<file path="src/rtl/router_nch_fifo.sv">
// Purpose : byte-serial packet router steering [hdr][payload x len][parity] into NUM_CH FWFT FIFOs.
// Latency : header accepted at cycle T -> vld_chan of its channel high at T+1; err 1 cycle after the bad byte.
// Backpressure: suspend_data_in (from registered state only) holds the sender while the target FIFO is full.
//
// Ports:
//   clock, reset           rising-edge clock, asynchronous active-high reset
//   data, packet_valid     input byte and its qualifier (byte taken iff packet_valid && !suspend_data_in)
//   err                    1-cycle pulse: parity mismatch or illegal address
//   suspend_data_in        1 = byte not taken this cycle, sender holds data
//   channel_data           FIFO head of channel i at [i*DATA_W +: DATA_W], zero while empty
//   vld_chan               channel i FIFO non-empty
//   read_enb               pop channel i head this cycle (ignored when empty)

// Generic first-word-fall-through FIFO used once per output channel.
// Push is dropped when full and pop is dropped when empty, so callers can drive them loosely.
module router_nch_fifo_buf #(
  parameter int W     = 8,
  parameter int DEPTH = 16
) (
  input  logic         clock,
  input  logic         reset,
  input  logic         push,
  input  logic [W-1:0] push_dat,
  input  logic         pop,
  output logic [W-1:0] head_dat,
  output logic         head_vld,
  output logic         full
);
  localparam int PW = $clog2(DEPTH);
  localparam logic [PW:0] FULL_CNT = (PW+1)'(DEPTH);

  logic [W-1:0]  mem [DEPTH];
  logic [PW-1:0] wr_ptr;
  logic [PW-1:0] rd_ptr;
  logic [PW:0]   count;
  logic          push_ok;
  logic          pop_ok;

  assign full     = (count == FULL_CNT);
  assign head_vld = (count != '0);
  assign push_ok  = push && !full;
  assign pop_ok   = pop && head_vld;
  // Gate the head so an empty or freshly reset FIFO shows zero instead of stale storage.
  assign head_dat = head_vld ? mem[rd_ptr] : '0;

  always_ff @(posedge clock or posedge reset) begin
    if (reset) begin
      wr_ptr <= '0;
      rd_ptr <= '0;
      count  <= '0;
    end else begin
      if (push_ok) wr_ptr <= wr_ptr + 1'b1;
      if (pop_ok)  rd_ptr <= rd_ptr + 1'b1;
      case ({push_ok, pop_ok})
        2'b10:   count <= count + 1'b1;
        2'b01:   count <= count - 1'b1;
        default: count <= count;
      endcase
    end
  end

  // Storage needs no reset: the occupancy counter decides what is visible.
  always_ff @(posedge clock) begin
    if (push_ok) mem[wr_ptr] <= push_dat;
  end
endmodule

module router_nch_fifo #(
  parameter int DATA_W     = 8,
  parameter int ADDR_W     = 2,
  parameter int NUM_CH     = 3,
  parameter int FIFO_DEPTH = 16
) (
  input  logic                     clock,
  input  logic                     reset,
  input  logic [DATA_W-1:0]        data,
  input  logic                     packet_valid,
  output logic                     err,
  output logic                     suspend_data_in,
  output logic [NUM_CH*DATA_W-1:0] channel_data,
  output logic [NUM_CH-1:0]        vld_chan,
  input  logic [NUM_CH-1:0]        read_enb
);
  localparam int LEN_W = DATA_W - ADDR_W;
  // One extra bit: illegal packets count len payload bytes plus the parity byte.
  localparam int REM_W = LEN_W + 1;
  localparam logic [ADDR_W:0] NUM_CH_L = (ADDR_W+1)'(NUM_CH);

  typedef enum logic [1:0] {IDLE, PAYLOAD, PARITY, DROP} state_t;

  state_t              state;
  logic [ADDR_W-1:0]   dst;
  logic [DATA_W-1:0]   acc;
  logic [REM_W-1:0]    remain;

  logic [ADDR_W-1:0]   hdr_addr;
  logic [LEN_W-1:0]    hdr_len;
  logic                hdr_legal;
  logic                accept;
  logic                dst_full;
  logic [NUM_CH-1:0]   fifo_full;
  logic [NUM_CH-1:0]   fifo_push;

  assign hdr_addr  = data[ADDR_W-1:0];
  assign hdr_len   = data[DATA_W-1:ADDR_W];
  assign hdr_legal = ({1'b0, hdr_addr} < NUM_CH_L);
  assign accept    = packet_valid && !suspend_data_in;

  always_comb begin
    dst_full = 1'b0;
    for (int i = 0; i < NUM_CH; i++) begin
      if (dst == ADDR_W'(i)) dst_full = fifo_full[i];
    end
  end

  // In IDLE the destination is not known until the header arrives, and suspend
  // must not depend on data, so any full FIFO holds off the next header.
  always_comb begin
    suspend_data_in = 1'b0;
    case (state)
      IDLE:           suspend_data_in = |fifo_full;
      PAYLOAD, PARITY: suspend_data_in = dst_full;
      default:        suspend_data_in = 1'b0;
    endcase
  end

  always_comb begin
    fifo_push = '0;
    for (int i = 0; i < NUM_CH; i++) begin
      if (accept) begin
        if (state == IDLE)
          fifo_push[i] = hdr_legal && (hdr_addr == ADDR_W'(i));
        else if (state == PAYLOAD || state == PARITY)
          fifo_push[i] = (dst == ADDR_W'(i));
      end
    end
  end

  always_ff @(posedge clock or posedge reset) begin
    if (reset) begin
      state  <= IDLE;
      dst    <= '0;
      acc    <= '0;
      remain <= '0;
      err    <= 1'b0;
    end else begin
      err <= 1'b0;
      if (accept) begin
        case (state)
          IDLE: begin
            dst <= hdr_addr;
            acc <= data;
            if (hdr_legal) begin
              remain <= {1'b0, hdr_len};
              state  <= (hdr_len == '0) ? PARITY : PAYLOAD;
            end else begin
              remain <= {1'b0, hdr_len} + REM_W'(1);
              err    <= 1'b1;
              state  <= DROP;
            end
          end
          PAYLOAD: begin
            acc    <= acc ^ data;
            remain <= remain - 1'b1;
            if (remain == REM_W'(1)) state <= PARITY;
          end
          PARITY: begin
            err   <= (data != acc);
            state <= IDLE;
          end
          DROP: begin
            remain <= remain - 1'b1;
            if (remain == REM_W'(1)) state <= IDLE;
          end
          default: state <= IDLE;
        endcase
      end
    end
  end

  for (genvar g = 0; g < NUM_CH; g++) begin : g_ch
    router_nch_fifo_buf #(
      .W     (DATA_W),
      .DEPTH (FIFO_DEPTH)
    ) u_fifo (
      .clock    (clock),
      .reset    (reset),
      .push     (fifo_push[g]),
      .push_dat (data),
      .pop      (read_enb[g]),
      .head_dat (channel_data[g*DATA_W +: DATA_W]),
      .head_vld (vld_chan[g]),
      .full     (fifo_full[g])
    );
  end
endmodule

</file>
<file path="config.mk">
export PLATFORM = sky130hd
export DESIGN_NAME = router_nch_fifo
export DESIGN_NICKNAME = d
export VERILOG_FILES = /design/src/rtl/router_nch_fifo.sv
export SDC_FILE = /design/constraint.sdc
export NUM_CORES = 1
export LEC_CHECK = 0
export CAP_MARGIN = 20
export CORE_ASPECT_RATIO = 1.75
export CORE_MARGIN = 4
export CORE_UTILIZATION = 60
export CTS_CLUSTER_DIAMETER = 40
export DETAILED_ROUTE_END_ITERATION = 6
export GPL_ROUTABILITY_DRIVEN = 1
export PLACE_DENSITY_LB_ADDON = 0.3
export SYNTH_ARGS = -nofsm -noshare
export SYNTH_HDL_FRONTEND = slang
export SYNTH_SLANG_ARGS = --single-unit
</file>
<file path="constraint.sdc">
create_clock -name clock -period 10.4 [get_ports clock]
set_input_delay 1.04 -clock clock [delete_from_list [all_inputs] [get_ports clock]]
set_output_delay 1.04 -clock clock [all_outputs]
set_load 0.1 [all_outputs]
</file>
==> results of run 1 <==
## stage by stage
stage | total power, uW | hold slack (ns) | setup slack, ns
after detailed placement | 4970 | 0.525 | 5.80
final | 6420 | 0.549 | 5.40
after global placement | 4910 | 0.486 | 5.90
after global routing | 6720 | 0.548 | 5.19
after CTS | 6480 | 0.541 | 5.31
after floorplan | 4380 | 0.468 | 6.48
## registers in the layout (all words and copies together), names as in the netlist
signal	cells
g_ch.u_fifo.rd_ptr	12
err	1
g_ch.u_fifo.count	15
acc	8
remain	7
g_ch.u_fifo.mem	384
dst	2
g_ch.u_fifo.wr_ptr	12
state	2
## worst max-delay path, stage by stage, from the launching register on
cell,delay (ns)
dfrtp_2,0.68
buf_4,0.47
mux4_2,0.56
mux4_2,0.52
nor2b_1,0.16
clkdlybuf4s50_1,1.00
## area by class of cell
type | instances | area (um^2)
timing repair buffer | 77 | 643
tap | 396 | 495
sequential | 443 | 13000
antenna | 2 | 5.00
multi-input combinational | 506 | 5630
clock inverter | 20 | 199
inverter | 31 | 116
fill | 2020 | 10200
clock buffer | 57 | 1170
## synth_stat cells (all sizes together) (5+ instances only)
| cell | count | area share |
|---|---|---|
| dfrtp | 59 | 0.077 |
| and4b | 10 | 0.0052 |
| mux2 | 11 | 0.0065 |
| nand3 | 12 | 0.0031 |
| nand2 | 28 | 0.0055 |
| nor2 | 19 | 0.0037 |
| nand2b | 5 | 0.0016 |
| xnor2 | 25 | 0.011 |
| nor2b | 36 | 0.012 |
| a21o | 6 | 0.0024 |
| nor4bb | 8 | 0.0042 |
| a211oi | 5 | 0.0020 |
| and3 | 14 | 0.0046 |
| ha | 33 | 0.022 |
| buf | 31 | 0.0092 |
| nor4b | 10 | 0.0049 |
| and2 | 7 | 0.0023 |
| xor2 | 24 | 0.011 |
| mux4 | 120 | 0.14 |
| a22oi | 5 | 0.0022 |
| inv | 31 | 0.0061 |
| nand4 | 9 | 0.0029 |
| edfxtp | 384 | 0.60 |
| clkbuf | 46 | 0.0091 |
| nor3 | 20 | 0.0052 |
| o21ai | 14 | 0.0039 |
| a31oi | 5 | 0.0016 |
| o41ai | 5 | 0.0023 |
| nor4 | 17 | 0.0079 |
| a21oi | 16 | 0.0042 |
## path summary, 6_finish.rpt
kind	start	endpoint	slack [ns]	cells after the start
setup / recovery	g_ch[0].u_fifo.rd_ptr[0]	channel_data[7]	5.40	5
hold / removal	remain[6]	remain[6]	0.55	2
setup reg to reg	g_ch[1].u_fifo.count[1]	g_ch[0].u_fifo.count[4]	6.11	14
hold reg to reg	remain[6]	remain[6]	0.55	2
max in group asynchronous	reset	g_ch[2].u_fifo.rd_ptr[0]	8.68	3
min in group asynchronous	reset	g_ch[1].u_fifo.rd_ptr[0]	1.02	3
## per-layer routing
metal,up-vias,GRT usage
li1,4308,-
met1,4997,0.277
met2,286,0.408
met3,79,0.0364
met4,0,0.0912
met5,-,0
## cell families (layout without fill, tap and decap cells)
group,Yosys count,in the layout,synth area share
DFF,443,443,0.681
buffers and inverters,108,185,0.0244
muxes,135,135,0.150
other,0,2,0
xor gates and xnor gates,49,49,0.0225
adders and majority gates,33,33,0.0216
and+or+nand+nor,208,208,0.0686
AOI/OAI and AO/OA,81,81,0.0313
## power groups by stage
stage	Clock, uW	Combinational (uW)	Sequential, uW
2_1_floorplan	0	2160	2220
3_3_place_gp	0	2470	2450
3_5_place_dp	0	2510	2460
4_1_cts	1540	2520	2420
5_1_grt	1620	2640	2460
6_report	1510	2500	2420
==> parameters.txt, run 1 <==
Parameter                              Value

Detailed routing
  Mean routed wirelength per cell ... roughly 25 um
  Total iterations of the first detailed-routing run ... 5
  Met2 routed WL ... roughly 21000 um
  Routed WL ... ~38000 um
  Count of vias placed by the detailed router ... about 9700
  Topmost layer with routed signal wires ... met4
  Total length of routed met3 wires ... between 1500 and 2000 um
  Vias per cell ... approximately 6.3
  DRT antenna net count ... 0
  DR iter-0 viols ... 790
  Routed met1 length ... 13700 um
  Remaining design rule violation count ... 0

Global routing
  Total Routing Usage GR ... 0.229
  Number of antenna violations at the first check in global routing ... 1
  Overflow left after global routing ... 0
  Wire length of the first global-routing pass ... 60000 um
  Number of global-route vias before repair ... 10000
  Largest net degree at the start of global routing ... 60

Finish
  Most frequent standard cell in the layout excluding fill and tap cells ... edfxtp_1
  Core occupancy in the finished layout ... 0.677
  Growth of design area from synthesis to finish ... 11.4%
  Layout net count ... about 1100
  Final instance area ... approximately 21000 um^2
  Leading cell types in the layout, fill and taps excluded ... edfxtp_1 (384), mux4_2 (120), dfrtp_1 (53)
  Ratio of cells with drive above 1 in the final layout ... 0.228
  Cell Count, Final, Fillers Out ... around 1500

Timing
  Final count of negative-setup-slack endpoints ... 0
  Number of hold violations in the final report ... 0
  Setup repair after global routing missed its margin ... false
  Final worst path period share ... 0.481
  Final setup skew ... about 0.022 ns
  Final critical-path required period ... 5.00 ns
  Headroom to the max-slew limit ... 0.339
  Fmax achieved ... about 200 MHz
  Setup TNS ... 0 ns
  Number of pins with negative max-slew slack in the final report ... 0
  Slew @ Worst Pin ... about 0.99 ns

Floorplan
  Standard-cell row count ... between 80 and 90
  I/O Pins ... 43
  Standard cell core area ... between 30000 and 40000 um^2
  Total die area ... roughly 35000 um^2
  Vert. Die Dim ... 244 um
  Initial core utilization ... 0.607
  Width of the die ... roughly 140 um

Critical path
  Required time of the critical path ... 9.36 ns
  Worst setup path class ... flip-flop to output port
  CP endpoint kind ... output port
  Data arrival time of the critical path ... between 3 and 4 ns
  CP Launch Type ... flip-flop
  Largest fanout of any net on the critical path ... 21

Yosys
  Synthesized flop and latch total ... about 440
  Proportion of synthesized chip area in sequential cells ... 0.681
  Post-Synthesis Mean Instance Area ... 18.1 um^2
  Proportion of register bits with asynchronous set or reset after synthesis ... 0.133
  Library cells used by synthesis ... 64
  Syn_nets ... 1104
  Number of warning messages in the yosys log ... 0
  Post-Syn Area ... approximately 19000 um^2
  Post-synth EDFFs ... ~380
  Synthesized instance count ... between 1000 and 1500
  Flip-flop cell with the highest count after synthesis ... edfxtp_1

Pwr
  Leak Pwr ... between 0.007 and 0.008 uW
  Peak supply drop ... between 0.3 and 0.4 mV
  Sequential Power Share ... 0.377
  Switching Fraction ... 0.387
  Cell Int Power ... 3940 uW
  NetSw ... 2490 uW
  Areal power density over the cells ... roughly 300 nW/um^2
  Combinational share of power ... 0.389
  Power share of the clock group ... 0.234

Outcome
  Status ... complete, no violations

Clock tree
  TritonCTS buffer count ... 42
  Root buf cell ... clkbuf_16
  Setup Fix Bufs, Post-CTS ... 0
  Post-cts gate resize count ... 0
  Number of sinks handled by clock tree synthesis ... 443
  TritonCTS clock tree ... built
  Clk Latency, worst-skew pair ... between 0.5 and 0.6 ns
  Worst-path clk slew ... around 0.070 ns
  Max H-tree Level ... 2
  Post-cts hold buffer count ... 0
  Number of buffers on the longest clock path ... 3

Place
  Input/output buffers ... 42
  Hpwl dp ... around 25000 um
  Dpl cells ... 1453
  Routability-driven placement congestion ratio ... around 0.82
  Area after DPL ... 19900 um^2

Job
  Reported max-cap violation count ... 0

Worst hold path
  Path class of the lowest-slack min-delay path ... flip-flop to flip-flop
(Power assumes the default switching activity.)
==> inputs of run 2 (changes only) <==
==> constraint.sdc (replaced) <==
create_clock -name clock -period 5.1 [get_ports clock]
set_input_delay 0.51 -clock clock [delete_from_list [all_inputs] [get_ports clock]]
set_output_delay 0.51 -clock clock [all_outputs]
set_load 0.1 [all_outputs]
==> parameters.txt, run 2 (synthesized netlist as in run 1, its figures left out) <==
Parameter                              Value

Outcome
  Status ... complete, but fails checks
  Violations in the final reports ... DRC

Worst hold path
  Path class of the lowest-slack min-delay path ... input pin to async pin

Critical path
  Worst setup path class ... flip-flop to output port
  Data arrival time of the critical path ... 3.77 ns
  Cell seen most often among critical-path stages ... mux4_2
  Stage delay of the slowest cell on the critical path ... 1.00 ns
  Largest fanout of any net on the critical path ... 19
  CP delay by family, top ... buffers and inverters
  CP endpoint kind ... output port
  Standard cell with the maximum stage delay on the critical path ... clkdlybuf4s50_1
  Required time of the critical path ... roughly 4.6 ns
  Critical path buffer and inverter count ... 2
  CP Launch Type ... flip-flop
  Cell breakdown of the critical path ... buf_12 > mux4_2 > mux4_2 > nor2b_1 > clkdlybuf4s50_1

Pwr
  Power share of the clock group ... 0.231
  NetSw ... roughly 5100 uW
  Peak supply drop ... between 0.7 and 0.8 mV
  Switching Fraction ... 0.385
  Combinational share of power ... 0.399
  Leak Pwr ... roughly 0.007 uW
  Areal power density over the cells ... ~620 nW/um^2
  Cell Int Power ... ~8100 uW
  Sequential Power Share ... 0.369

Finish
  Growth of design area from synthesis to finish ... 11.7%
  Area occupied by registers ... approximately 13000 um^2
  Number of inserted diodes ... 0
  Max reg flops ... approximately 380
  Leading cell types in the layout, fill and taps excluded ... edfxtp_1 (384), mux4_2 (120), dfrtp_1 (55)
  Combined area of the multi-input logic cells ... approximately 5600 um^2
  Most frequent standard cell in the layout excluding fill and tap cells ... edfxtp_1
  Ratio of cells with drive above 1 in the final layout ... 0.231
  Biggest regs ... g_ch.u_fifo.mem: 384 flops, g_ch.u_fifo.count: 15 flops
  Layout net count ... between 1000 and 1500
  Core occupancy in the finished layout ... 0.678
  Register bank with the most flops ... g_ch.u_fifo.mem
  Count of fill cells added during filler insertion ... around 2000

Clock tree
  Clk Latency, worst-skew pair ... between 0.5 and 0.6 ns
  Post-cts gate resize count ... 0
  TritonCTS buffer count ... 41
  TritonCTS clock tree ... built
  Root buf cell ... clkbuf_16
  Max H-tree Level ... 2
  Number of buffers on the longest clock path ... 3
  Number of sinks handled by clock tree synthesis ... about 440
  Worst-path clk slew ... 0.07 ns
  Setup Fix Bufs, Post-CTS ... 0
  Post-cts hold buffer count ... 0

Timing
  Fmax achieved ... between 200 and 250 MHz
  Final setup skew ... around 0.008 ns
  Number of hold violations in the final report ... 0
  Headroom to the max-slew limit ... 0.336
  Final critical-path required period ... 4.28 ns
  Final worst path period share ... 0.840
  Setup repair after global routing missed its margin ... false
  Final count of negative-setup-slack endpoints ... 0
  Slew @ Worst Pin ... 0.993 ns
  Number of pins with negative max-slew slack in the final report ... 0
  Setup TNS ... 0 ns

Floorplan
  Width of the die ... 143 um
  Standard-cell row count ... 86
  Standard cell core area ... 31400 um^2
  Vert. Die Dim ... 244 um
  Total die area ... around 35000 um^2
  Initial core utilization ... 0.607
  I/O Pins ... 43

Detailed routing
  Mean routed wirelength per cell ... about 26 um
  Routed met1 length ... around 14000 um
  Vias per cell ... about 6.4
  DR iter-0 viols ... approximately 710
  DRT antenna net count ... 0
  Met2 routed WL ... 22900 um
  Routed WL ... slightly below 40000 um
  Total iterations of the first detailed-routing run ... 6
  Total length of routed met3 wires ... around 1500 um
  Count of vias placed by the detailed router ... 9775
  Remaining design rule violation count ... 1
  Topmost layer with routed signal wires ... met4

Job
  Reported max-cap violation count ... 0

Place
  Routability-driven placement congestion ratio ... around 0.83
  Input/output buffers ... 42
  Hpwl dp ... 25900 um

Global routing
  Overflow left after global routing ... 0
  Largest net degree at the start of global routing ... between 50 and 60
  Wire length of the first global-routing pass ... just over 60000 um
  Number of antenna violations at the first check in global routing ... 1
  Total Routing Usage GR ... 0.238
  Number of global-route vias before repair ... ~10000
[run 2: changes by cell type in the layout (fill, tap and decap cells not counted), moves of 2 or more]
cell	delta
inv_8	-2
buf_4	+4
clkinv_1	+2
diode_2	-2
clkinv_2	+2
dfrtp_1	+2
buf_12	+2
dfrtp_2	-2
clkbuf_8	-2
clkbuf_1	-4
clkinv_4	+3
[run 2: worst paths after layout]
path / slack (ns) / cells past startpoint / start / endpoint
worst max-delay path: 0.82 / 5 / g_ch[1].u_fifo.rd_ptr[0] / channel_data[11]
worst min-delay path: 0.26 / 2 / reset / g_ch[1].u_fifo.rd_ptr[1]
worst max register to register: 1.17 / 17 / state[0] / g_ch[0].u_fifo.count[4]
worst min register to register: 0.55 / 1 / g_ch[0].u_fifo.rd_ptr[1] / g_ch[0].u_fifo.rd_ptr[1]
max in group asynchronous: 3.78 / 3 / reset / g_ch[2].u_fifo.rd_ptr[1]
min in group clock: 0.41 / 3 / data[1] / acc[1]
[run 2: final cells by class]
cell class,instances,area share
tap,396,0.0232
sequential,443,0.611
clock inverter,24,0.0106
multi-input combinational,506,0.264
timing repair buffer,83,0.0335
clock buffer,51,0.0528
inverter,31,0.00546
[run 2: metrics by stage]
step | worst slack [ns] | cell area [um^2] | total power, uW | cells | hold WS, ns
4_1_cts | 0.728 | 21300 | 13200 | 1534 | 0.248
2_1_floorplan | 1.56 | 19100 | 8930 | 1057 | 0.468
5_1_grt | 0.655 | 21300 | 13700 | 1534 | 0.265
6_report | 0.818 | 21300 | 13100 | 1534 | 0.265
3_3_place_gp | 1.32 | 20000 | 10100 | 1459 | 0.506
3_5_place_dp | 1.25 | 20000 | 10200 | 1459 | 0.513
[run 2: metal layers]
metal  track usage  vias to the layer above
met2         0.442                      276
met4        0.0658                        0
met1         0.292                     5119
met5             0                        -
li1              -                     4310
met3        0.0270                       70
[run 2: worst reg2reg max path, cell delays in order (launching register included)]
cell and delay (ns):
dfrtp_1 0.37, inv_1 0.09, ha_1 0.35, and3b_1 0.19, a31oi_1 0.16, a311oi_4 0.32, buf_4 0.32, nor2_1 0.09
buf_4 0.18, inv_1 0.08, ha_1 0.38, xor2_1 0.13, ha_1 0.24, o21a_1 0.18, o22a_1 0.20, a21oi_1 0.20
mux2i_1 0.26, xnor2_1 0.14
[run 2: power groups by stage]
| stage | combinational [uW] | clock [uW] | sequential [uW] |
|---|---|---|---|
| 6_report | 5240 | 3040 | 4850 |
| 5_1_grt | 5530 | 3260 | 4920 |
| 4_1_cts | 5290 | 3100 | 4860 |
| 3_5_place_dp | 5260 | 0 | 4930 |
| 3_3_place_gp | 5190 | 0 | 4910 |
| 2_1_floorplan | 4400 | 0 | 4530 |
==> inputs of run 3 (changes only) <==
--- a/config.mk
+++ b/config.mk
@@ -8,7 +8,7 @@
 export CAP_MARGIN = 20
 export CORE_ASPECT_RATIO = 1.75
 export CORE_MARGIN = 4
-export CORE_UTILIZATION = 60
+export CORE_UTILIZATION = 56
 export CTS_CLUSTER_DIAMETER = 40
 export DETAILED_ROUTE_END_ITERATION = 6
 export GPL_ROUTABILITY_DRIVEN = 1
==> constraint.sdc (replaced) <==
create_clock -name clock -period 3.47 [get_ports clock]
set_input_delay 0.347 -clock clock [delete_from_list [all_inputs] [get_ports clock]]
set_output_delay 0.347 -clock clock [all_outputs]
set_load 0.1 [all_outputs]
==> parameters.txt, run 3 (synthesized netlist as in run 1, its figures left out) <==
Parameter                              Value

Finish
  Max reg flops ... ~380
  Growth of design area from synthesis to finish ... 12.5%
  Final instance area ... 21500 um^2
  Count of fill cells added during filler insertion ... ~2300
  Layout net count ... 1168
  Number of inserted diodes ... 0
  Leading cell types in the layout, fill and taps excluded ... edfxtp_1 (384), mux4_2 (120), buf_4 (79)
  Cell Count, Final, Fillers Out ... 1607
  Register bank with the most flops ... g_ch.u_fifo.mem
  Biggest regs ... g_ch.u_fifo.mem: 384 flops, g_ch.u_fifo.count: 15 flops
  Ratio of cells with drive above 1 in the final layout ... 0.268
  Most frequent standard cell in the layout excluding fill and tap cells ... edfxtp_1

Detailed routing
  DRT antenna net count ... 0
  Mean routed wirelength per cell ... about 25 um
  Remaining design rule violation count ... 0
  Count of vias placed by the detailed router ... approximately 10000
  Vias per cell ... roughly 6
  DR iter-0 viols ... 659
  Total iterations of the first detailed-routing run ... 5
  Routed WL ... a little under 40000 um

Floorplan
  Width of the die ... 148 um
  Initial core utilization ... 0.566
  Vert. Die Dim ... roughly 250 um
  I/O Pins ... 43
  Total die area ... 37200 um^2
  Standard cell core area ... 33700 um^2
  Standard-cell row count ... 89

Critical path
  R2R cell count ... 15
  Stage delay of the slowest cell on the critical path ... about 0.40 ns
  Worst setup path class ... flip-flop to flip-flop
  Largest fanout of any net on the critical path ... 5
  CP endpoint kind ... flip-flop
  Standard cell with the maximum stage delay on the critical path ... dfrtp_1
  Required time of the critical path ... 3.92 ns
  Reg-to-reg endpoint ... g_ch[0].u_fifo.count[4]
  Data arrival time of the critical path ... 3.72 ns
  Cell breakdown of the critical path ... inv_1 > ha_2 > and4b_1 > a22oi_2 > o211ai_2 > nor2_2 > inv_1 > ha_1 > xor2_1 > ha_1 > o21a_1 > o22a_1 > a21oi_2 > mux2i_1 > xnor2_1
  FF-to-FF Start ... state[0]
  CP Launch Type ... flip-flop
  Flop2flop setup slack ... approximately 0.20 ns

Pwr
  Leak Pwr ... around 0.0073 uW
  Peak supply drop ... approximately 0.81 mV
  Areal power density over the cells ... around 900 nW/um^2

Timing
  Number of hold violations in the final report ... 0
  Slew @ Worst Pin ... ~1 ns
  Final count of negative-setup-slack endpoints ... 0
  Final setup skew ... ~0.027 ns
  Worst setup margin ... around 0.20 ns
  Number of pins with negative max-slew slack in the final report ... 0
  Final critical-path required period ... between 3 and 4 ns
  Fmax achieved ... about 310 MHz
  Setup TNS ... 0 ns
  Headroom to the max-slew limit ... 0.329
  Final worst path period share ... 0.942

Global routing
  Number of global-route vias before repair ... between 10000 and 15000
  Total Routing Usage GR ... 0.220
  Number of antenna violations at the first check in global routing ... 2
  Overflow left after global routing ... 0
  Wire length of the first global-routing pass ... 61900 um
  Largest net degree at the start of global routing ... 56

Clock tree
  TritonCTS buffer count ... 41
  Post-cts hold buffer count ... 0
  Number of sinks handled by clock tree synthesis ... 443
  TritonCTS clock tree ... built
  Number of buffers on the longest clock path ... 3
  Worst-path clk slew ... about 0.060 ns
  Max H-tree Level ... 2
  Clk Latency, worst-skew pair ... approximately 0.55 ns
  Root buf cell ... clkbuf_16

Worst hold path
  Hold-critical path endpoint ... g_ch[0].u_fifo.mem[15][6]
  Worst hold start ... data[6]
  Path class of the lowest-slack min-delay path ... input pin to flip-flop
  Instance count along the most critical hold path ... 1

Place
  Post-place setup slack ... ~0.15 ns
  Routability-driven placement congestion ratio ... just over 0.8
  Area after DPL ... a little over 20000 um^2
  Input/output buffers ... 42
  Hpwl dp ... around 26000 um
  Dpl cells ... ~1500

Outcome
  Status ... complete, no violations

Job
  Reported max-cap violation count ... 0
run 3: worst max-delay path: cells and delay by family, from the launching register on:
family	cells	cell delay [ns]
AO/OA/AOI/OAI	5	1.03
XOR/XNOR	2	0.28
adder cells (fa/ha/maj)	3	0.72
buffers and inverters	2	0.18
flip-flops	1	0.40
multiplexers	1	0.24
AND/OR/NAND/NOR	2	0.34
run 3: through the flow:
stage | power [uW] | util | hold slack [ns]
after floorplan | 13100 | - | 0.446
after CTS | 19500 | 0.635 | 0.114
after global placement | 14900 | 0.596 | 0.514
after global routing | 20200 | 0.637 | 0.111
after detailed placement | 15100 | 0.596 | 0.521
final | 19300 | 0.637 | 0.113
run 3: worst max-delay path by stage:
stage / start / endpoint / slack [ns]
final: state[0] / g_ch[0].u_fifo.count[4] / 0.20
after global routing: state[0] / g_ch[2].u_fifo.count[4] / -0.002
after CTS: state[0] / g_ch[0].u_fifo.count[4] / 0.13
after detailed placement: state[0] / g_ch[0].u_fifo.count[4] / 0.15
after global placement: state[0] / g_ch[0].u_fifo.count[4] / 0.27
after floorplan: state[0] / g_ch[1].u_fifo.count[4] / 0.0005
run 3: cell type report:
class / count / area (um^2) / share of cell area
Clock buffer: 51 / 1110 / 0.0515
Multi-Input combinational cell: 506 / 5670 / 0.264
Clock inverter: 23 / 210 / 0.00979
Timing Repair Buffer: 98 / 793 / 0.0369
Tap cell: 455 / 569 / 0.0265
Inverter: 31 / 116 / 0.00542
Sequential cell: 443 / 13000 / 0.606
run 3: routing by layer:
metal | part of all wire | track usage | up-vias | wire, um
met4 | 0.032 | 0.0693 | 4 | 1250
li1 | - | - | 4337 | -
met5 | 0.00068 | 0 | - | 27
met1 | 0.37 | 0.269 | 5087 | 14700
met3 | 0.039 | 0.0314 | 71 | 1540
met2 | 0.56 | 0.404 | 233 | 22100
run 3: timing repair:
action                     4_1_cts  5_1_grt
setup buffers                    0        1
gates resized for setup          0        6
setup endpoints to repair        0        4
run 3: report_power, final:
part,internal (uW),total (uW),switching (uW)
Sequential,6250,6950,697
Clock,2460,4410,1960
Combinational,3090,7980,4890
Total,11800,19300,7540
==> edit 1, RTL diff (settings of run 2) <==
The 4 states of `state_t` get a Gray code encoding in 2 bits.
--- a/src/rtl/router_nch_fifo.sv
+++ b/src/rtl/router_nch_fifo.sv
@@ -87,5 +87,5 @@
   localparam logic [ADDR_W:0] NUM_CH_L = (ADDR_W+1)'(NUM_CH);
 
-  typedef enum logic [1:0] {IDLE, PAYLOAD, PARITY, DROP} state_t;
+  typedef enum logic [1:0] {IDLE = 2'b00, PAYLOAD = 2'b01, PARITY = 2'b11, DROP = 2'b10} state_t;
 
   state_t              state;
Function: no difference found for any inputs over 4 cycles, from zero or initial values and one cycle with reset high; so few cycles prove little.
==> edit 1 against run 2 <==
  * Cell count shrank 1.4%
  * Global-route usage decreased by 0.70 points
  * Setup slack worse by 0.053 ns
  * Largest power group unchanged
  * Cell area decreased by 0.32%
  * Synthesized cell count decreased by 2.0%
  * Critical path type is now reg2reg
  * Total power is 0.59% higher
  * Sequential cell count did not move
  * Count of clock-buffer cells in the layout decreased by 1
  * Die area decreased by 0.67%
  * Sequential power shrank 3%
  * Routed wire length is 4.4% lower
  * Synthesized area shrank 0.70%
  * Critical endpoint is now g_ch[0].u_fifo.count[4]
==> edit 1: results (changes against run 2) <==
metric,value,unit,change
ir_drop,0.0007510,V,was 0.0007501 V
critical_path.top_delay_family,compound AO/OA/AOI/OAI gates,,was buffers and inverters
post-dp-hpwl,23280,microns,was 25900 microns
globalRouteMet2Util,0.4018,,was 0.4417
drt_iter0_markers,799,,was 706
track_usage,0.2307,,was 0.2377
slowest_delay,0.67,ns,was 1.00 ns
r2r_cells,14,,was 17
grt_pass1_wl,60530,microns,was 62030 microns
leakage,7.238,nW,was 7.206 nW
synth_area_leaders,"edfxtp_1 (61%), mux4_2 (14%), dfrtp_1 (7.8%), ha_1 (2.4%), xor2_1 (1.4%)",,"was edfxtp_1 (60%), mux4_2 (14%), dfrtp_1 (7.7%), ha_1 (2.2%), nor2b_1 (1.2%)"
grt_pass1_vias,10020,,was 10170
grtUsageMet1,0.3032,,was 0.2917
grt_antenna_before_repair,0,,was 1
critPathSlowestCell,a21o_1,,was clkdlybuf4s50_1
drive_above_1_share,0.2284,,was 0.2311
ys_types,71,,was 64
dp.cells,1437,,was 1459
path_common_cell,ha_1,,was mux4_2
netlist_instances,1036,,was 1057
wl_per_cell,25.13,microns,was 25.91 microns
wl_met1,14200,microns,was 14170 microns
outcome,"complete, no violations",,was finished with violations
fin_cells,1512,,was 1534
place_ws,0.8128,ns,was 1.247 ns
routed-wl-met2,20860,microns,was 22940 microns
worst_slew_pin_slew,1.132,ns,was 0.9929 ns
gp_congestion,0.7834,,was 0.8286
skew,0.01221,ns,was 0.008018 ns
dr.pass1.iters,5,,was 6
==> edit 1: kinds of logic (layout without fill, tap and decap cells) <==
logic type                 after synthesis  after routing  share of synthesized area
xor gates and xnor gates                53             53                    0.02449
AOI/OAI and AO/OA                       87             87                    0.03505
and+or+nand+nor                        183            183                    0.05697
buffers and inverters                  102            187                    0.02337
DFF                                    443            443                     0.6863
adders and majority gates               36             36                    0.02377
muxes                                  132            132                     0.1501
==> edit 1: final cells by class <==
class,count,area (sq um)
flip-flops and latches,443,13010
fillers,1906,9703
clock inverters,23,275.3
multi-input cells,491,5527
inverters,35,131.4
clock buffers,50,1091
repair buffers,79,720.7
well taps,391,489.2
==> edit 1: worst max path at each step <==
stage          cells past startpoint  slack [ns]      from                       to
2_1_floorplan                     18        1.46  state[1]  g_ch[2].u_fifo.count[4]
3_3_place_gp                      14        0.91  state[0]  g_ch[0].u_fifo.count[4]
3_5_place_dp                      14        0.81  state[0]  g_ch[0].u_fifo.count[4]
4_1_cts                            6        0.79  state[0]          suspend_data_in
5_1_grt                           14        0.35  state[0]  g_ch[0].u_fifo.count[4]
6_report                          14        0.76  state[0]  g_ch[0].u_fifo.count[4]
==> edit 1: stage by stage <==
step	total power, mW	hold WS (ns)	area [sq um]	util
2_1_floorplan	8.945	0.4739	18950	-
3_3_place_gp	10.12	0.4978	19840	0.6410
3_5_place_dp	10.21	0.5259	19840	0.6410
4_1_cts	13.32	0.4613	21210	0.6852
5_1_grt	13.82	0.3118	21250	0.6865
6_report	13.21	0.3220	21250	0.6865
==> edit 1: power by group <==
| group | switching [mW] | internal (mW) | total [mW] |
|---|---|---|---|
| Combinational | 3.32 | 2.10 | 5.41 |
| Clock | 1.30 | 1.79 | 3.09 |
| Sequential | 0.452 | 4.25 | 4.71 |
==> edit 2, RTL diff (flow settings as in run 2) <==
Made on the original files. Change the parameter `ADDR_W` from 2 to 3.
--- a/src/rtl/router_nch_fifo.sv
+++ b/src/rtl/router_nch_fifo.sv
@@ -68,5 +68,5 @@
 module router_nch_fifo #(
   parameter int DATA_W     = 8,
-  parameter int ADDR_W     = 2,
+  parameter int ADDR_W     = 3,
   parameter int NUM_CH     = 3,
   parameter int FIFO_DEPTH = 16
Formal check against the unedited RTL: not equivalent (Yosys sat finds a counterexample within 4 cycles, from zero or initial values and one cycle with reset high).
==> edit 2 against run 2 <==
  * Sequential cell count is the same
  * Routed wire length shrank 6.1%
  * Cell area shrank 0.85%
  * Total power shrank 3.0%
  * Global-route usage shrank 1.2 points
  * Synthesized area shrank 0.58%
  * Setup slack lost 0.065 ns
  * Sequential share of layout area grew 0.52 points
  * Largest power group unchanged
==> edit 2: results (changes against run 2) <==
metric,value,unit,change
crit_arrival,3.84,ns,was 3.77 ns
synth_seq_area_share,0.6855,,was 0.6815
p_int,7.799,mW,was 8.069 mW
wl_per_cell,24.37,microns,was 25.91 microns
p_seq_frac,0.374,,was 0.369
regToRegEndpoint,g_ch[1].u_fifo.count[4],,was g_ch[0].u_fifo.count[4]
r2r_slack,0.91,ns,was 1.17 ns
post-dp-hpwl,23850,microns,was 25900 microns
outcome,"complete, no violations",,was finished with violations
crit_fanout,21,,was 19
drt_iter0_markers,858,,was 706
synth_top_area_share,0.6077,,was 0.6041
skew,0.01687,ns,was 0.008018 ns
grt_antenna_before_repair,0,,was 1
grt_max_degree,56,,was 57
synthTopCellsByCount,"edfxtp_1 (384), mux4_2 (120), dfrtp_1 (59)",,unchanged
switching_share,0.3874,,was 0.3854
gp_congestion,0.8399,,was 0.8286
synth_edf_count,384,,unchanged
grt_pass1_wl,59200,microns,was 62030 microns
globalRouteMet3Util,0.02570,,was 0.02700
grt_pass1_vias,9945,,was 10170
synth_area_leaders,"edfxtp_1 (61%), mux4_2 (14%), dfrtp_1 (7.8%), ha_1 (2.2%), xnor2_1 (1.3%)",,"was edfxtp_1 (60%), mux4_2 (14%), dfrtp_1 (7.7%), ha_1 (2.2%), nor2b_1 (1.2%)"
track_usage,0.2253,,was 0.2377
placed_cell_area,19890,sq um,was 19960 sq um
clock_latency,0.55,ns,was 0.53 ns
wl,37310,microns,was 39750 microns
dr.pass1.iters,7,,was 6
ys_types,63,,was 64
grtUsageMet1,0.2835,,was 0.2917
dp.cells,1460,,was 1459
fin_nets,1161,,was 1153
ir_drop,0.0006578,V,was 0.0007501 V
leakage,7.107,nW,was 7.206 nW
r2r_cells,16,,was 17
pg_comb,5.14,mW,was 5.24 mW
drive_above_1_share,0.2289,,was 0.2311
holdWs,0.3155,ns,was 0.2648 ns
via_per_inst,6.335,,was 6.372
netlist_instances,1061,,was 1057
[edit 2: changes by cell type in the layout (fill, tap and decap cells not counted), moves of 5 or more]
| cell | delta |
|---|---|
| nor2_1 | +16 |
| nor4_1 | -10 |
| a21oi_1 | +8 |
| nor4bb_1 | -8 |
| and4b_1 | -7 |
| nand3_1 | +7 |
| nor4b_2 | +5 |
| o31ai_1 | +5 |
| xor2_1 | -5 |
[edit 2: area by class of cell]
class,instances,area [sq um]
sequential,443,13010
timing repair buffer,80,690.7
clock inverter,19,157.7
fill,1961,9816
tap,391,489.2
clock buffer,49,1066
inverter,32,120.1
multi-input combinational,517,5598
[edit 2: cell families after synthesis]
group,share of synthesized area
fa+ha+maj,0.02242
compound gates,0.03541
xor+xnor,0.02215
flops,0.6855
simple gates,0.05980
buf+inv,0.02255
mux,0.1522
[edit 2: how the worst max path moves through the flow]
stage | from | endpoint | slack (ns) | cells past startpoint
2_1_floorplan | state[0] | g_ch[0].u_fifo.count[4] | 1.27 | 17
3_3_place_gp | state[0] | g_ch[1].u_fifo.count[4] | 1.12 | 16
3_5_place_dp | state[0] | g_ch[1].u_fifo.count[4] | 0.96 | 16
4_1_cts | g_ch[1].u_fifo.rd_ptr[0] | channel_data[11] | 0.67 | 5
5_1_grt | state[0] | g_ch[1].u_fifo.count[4] | 0.55 | 16
6_report | g_ch[1].u_fifo.rd_ptr[0] | channel_data[11] | 0.75 | 5
[edit 2: layer usage]
layer  up-vias  share of wire  wire [microns]
met5         -              0               0
met4         0          0.026             968
met3        64          0.036            1326
met2       252           0.56           20960
met1      5079           0.38           14050
li1       4304              -               -
[edit 2: worst max-delay path, stage by stage, from the launching register on]
cell             delay, ns
dfrtp_2               0.82
buf_12                0.26
mux4_2                0.57
mux4_2                0.48
nor2b_1               0.15
clkdlybuf4s50_1       0.98
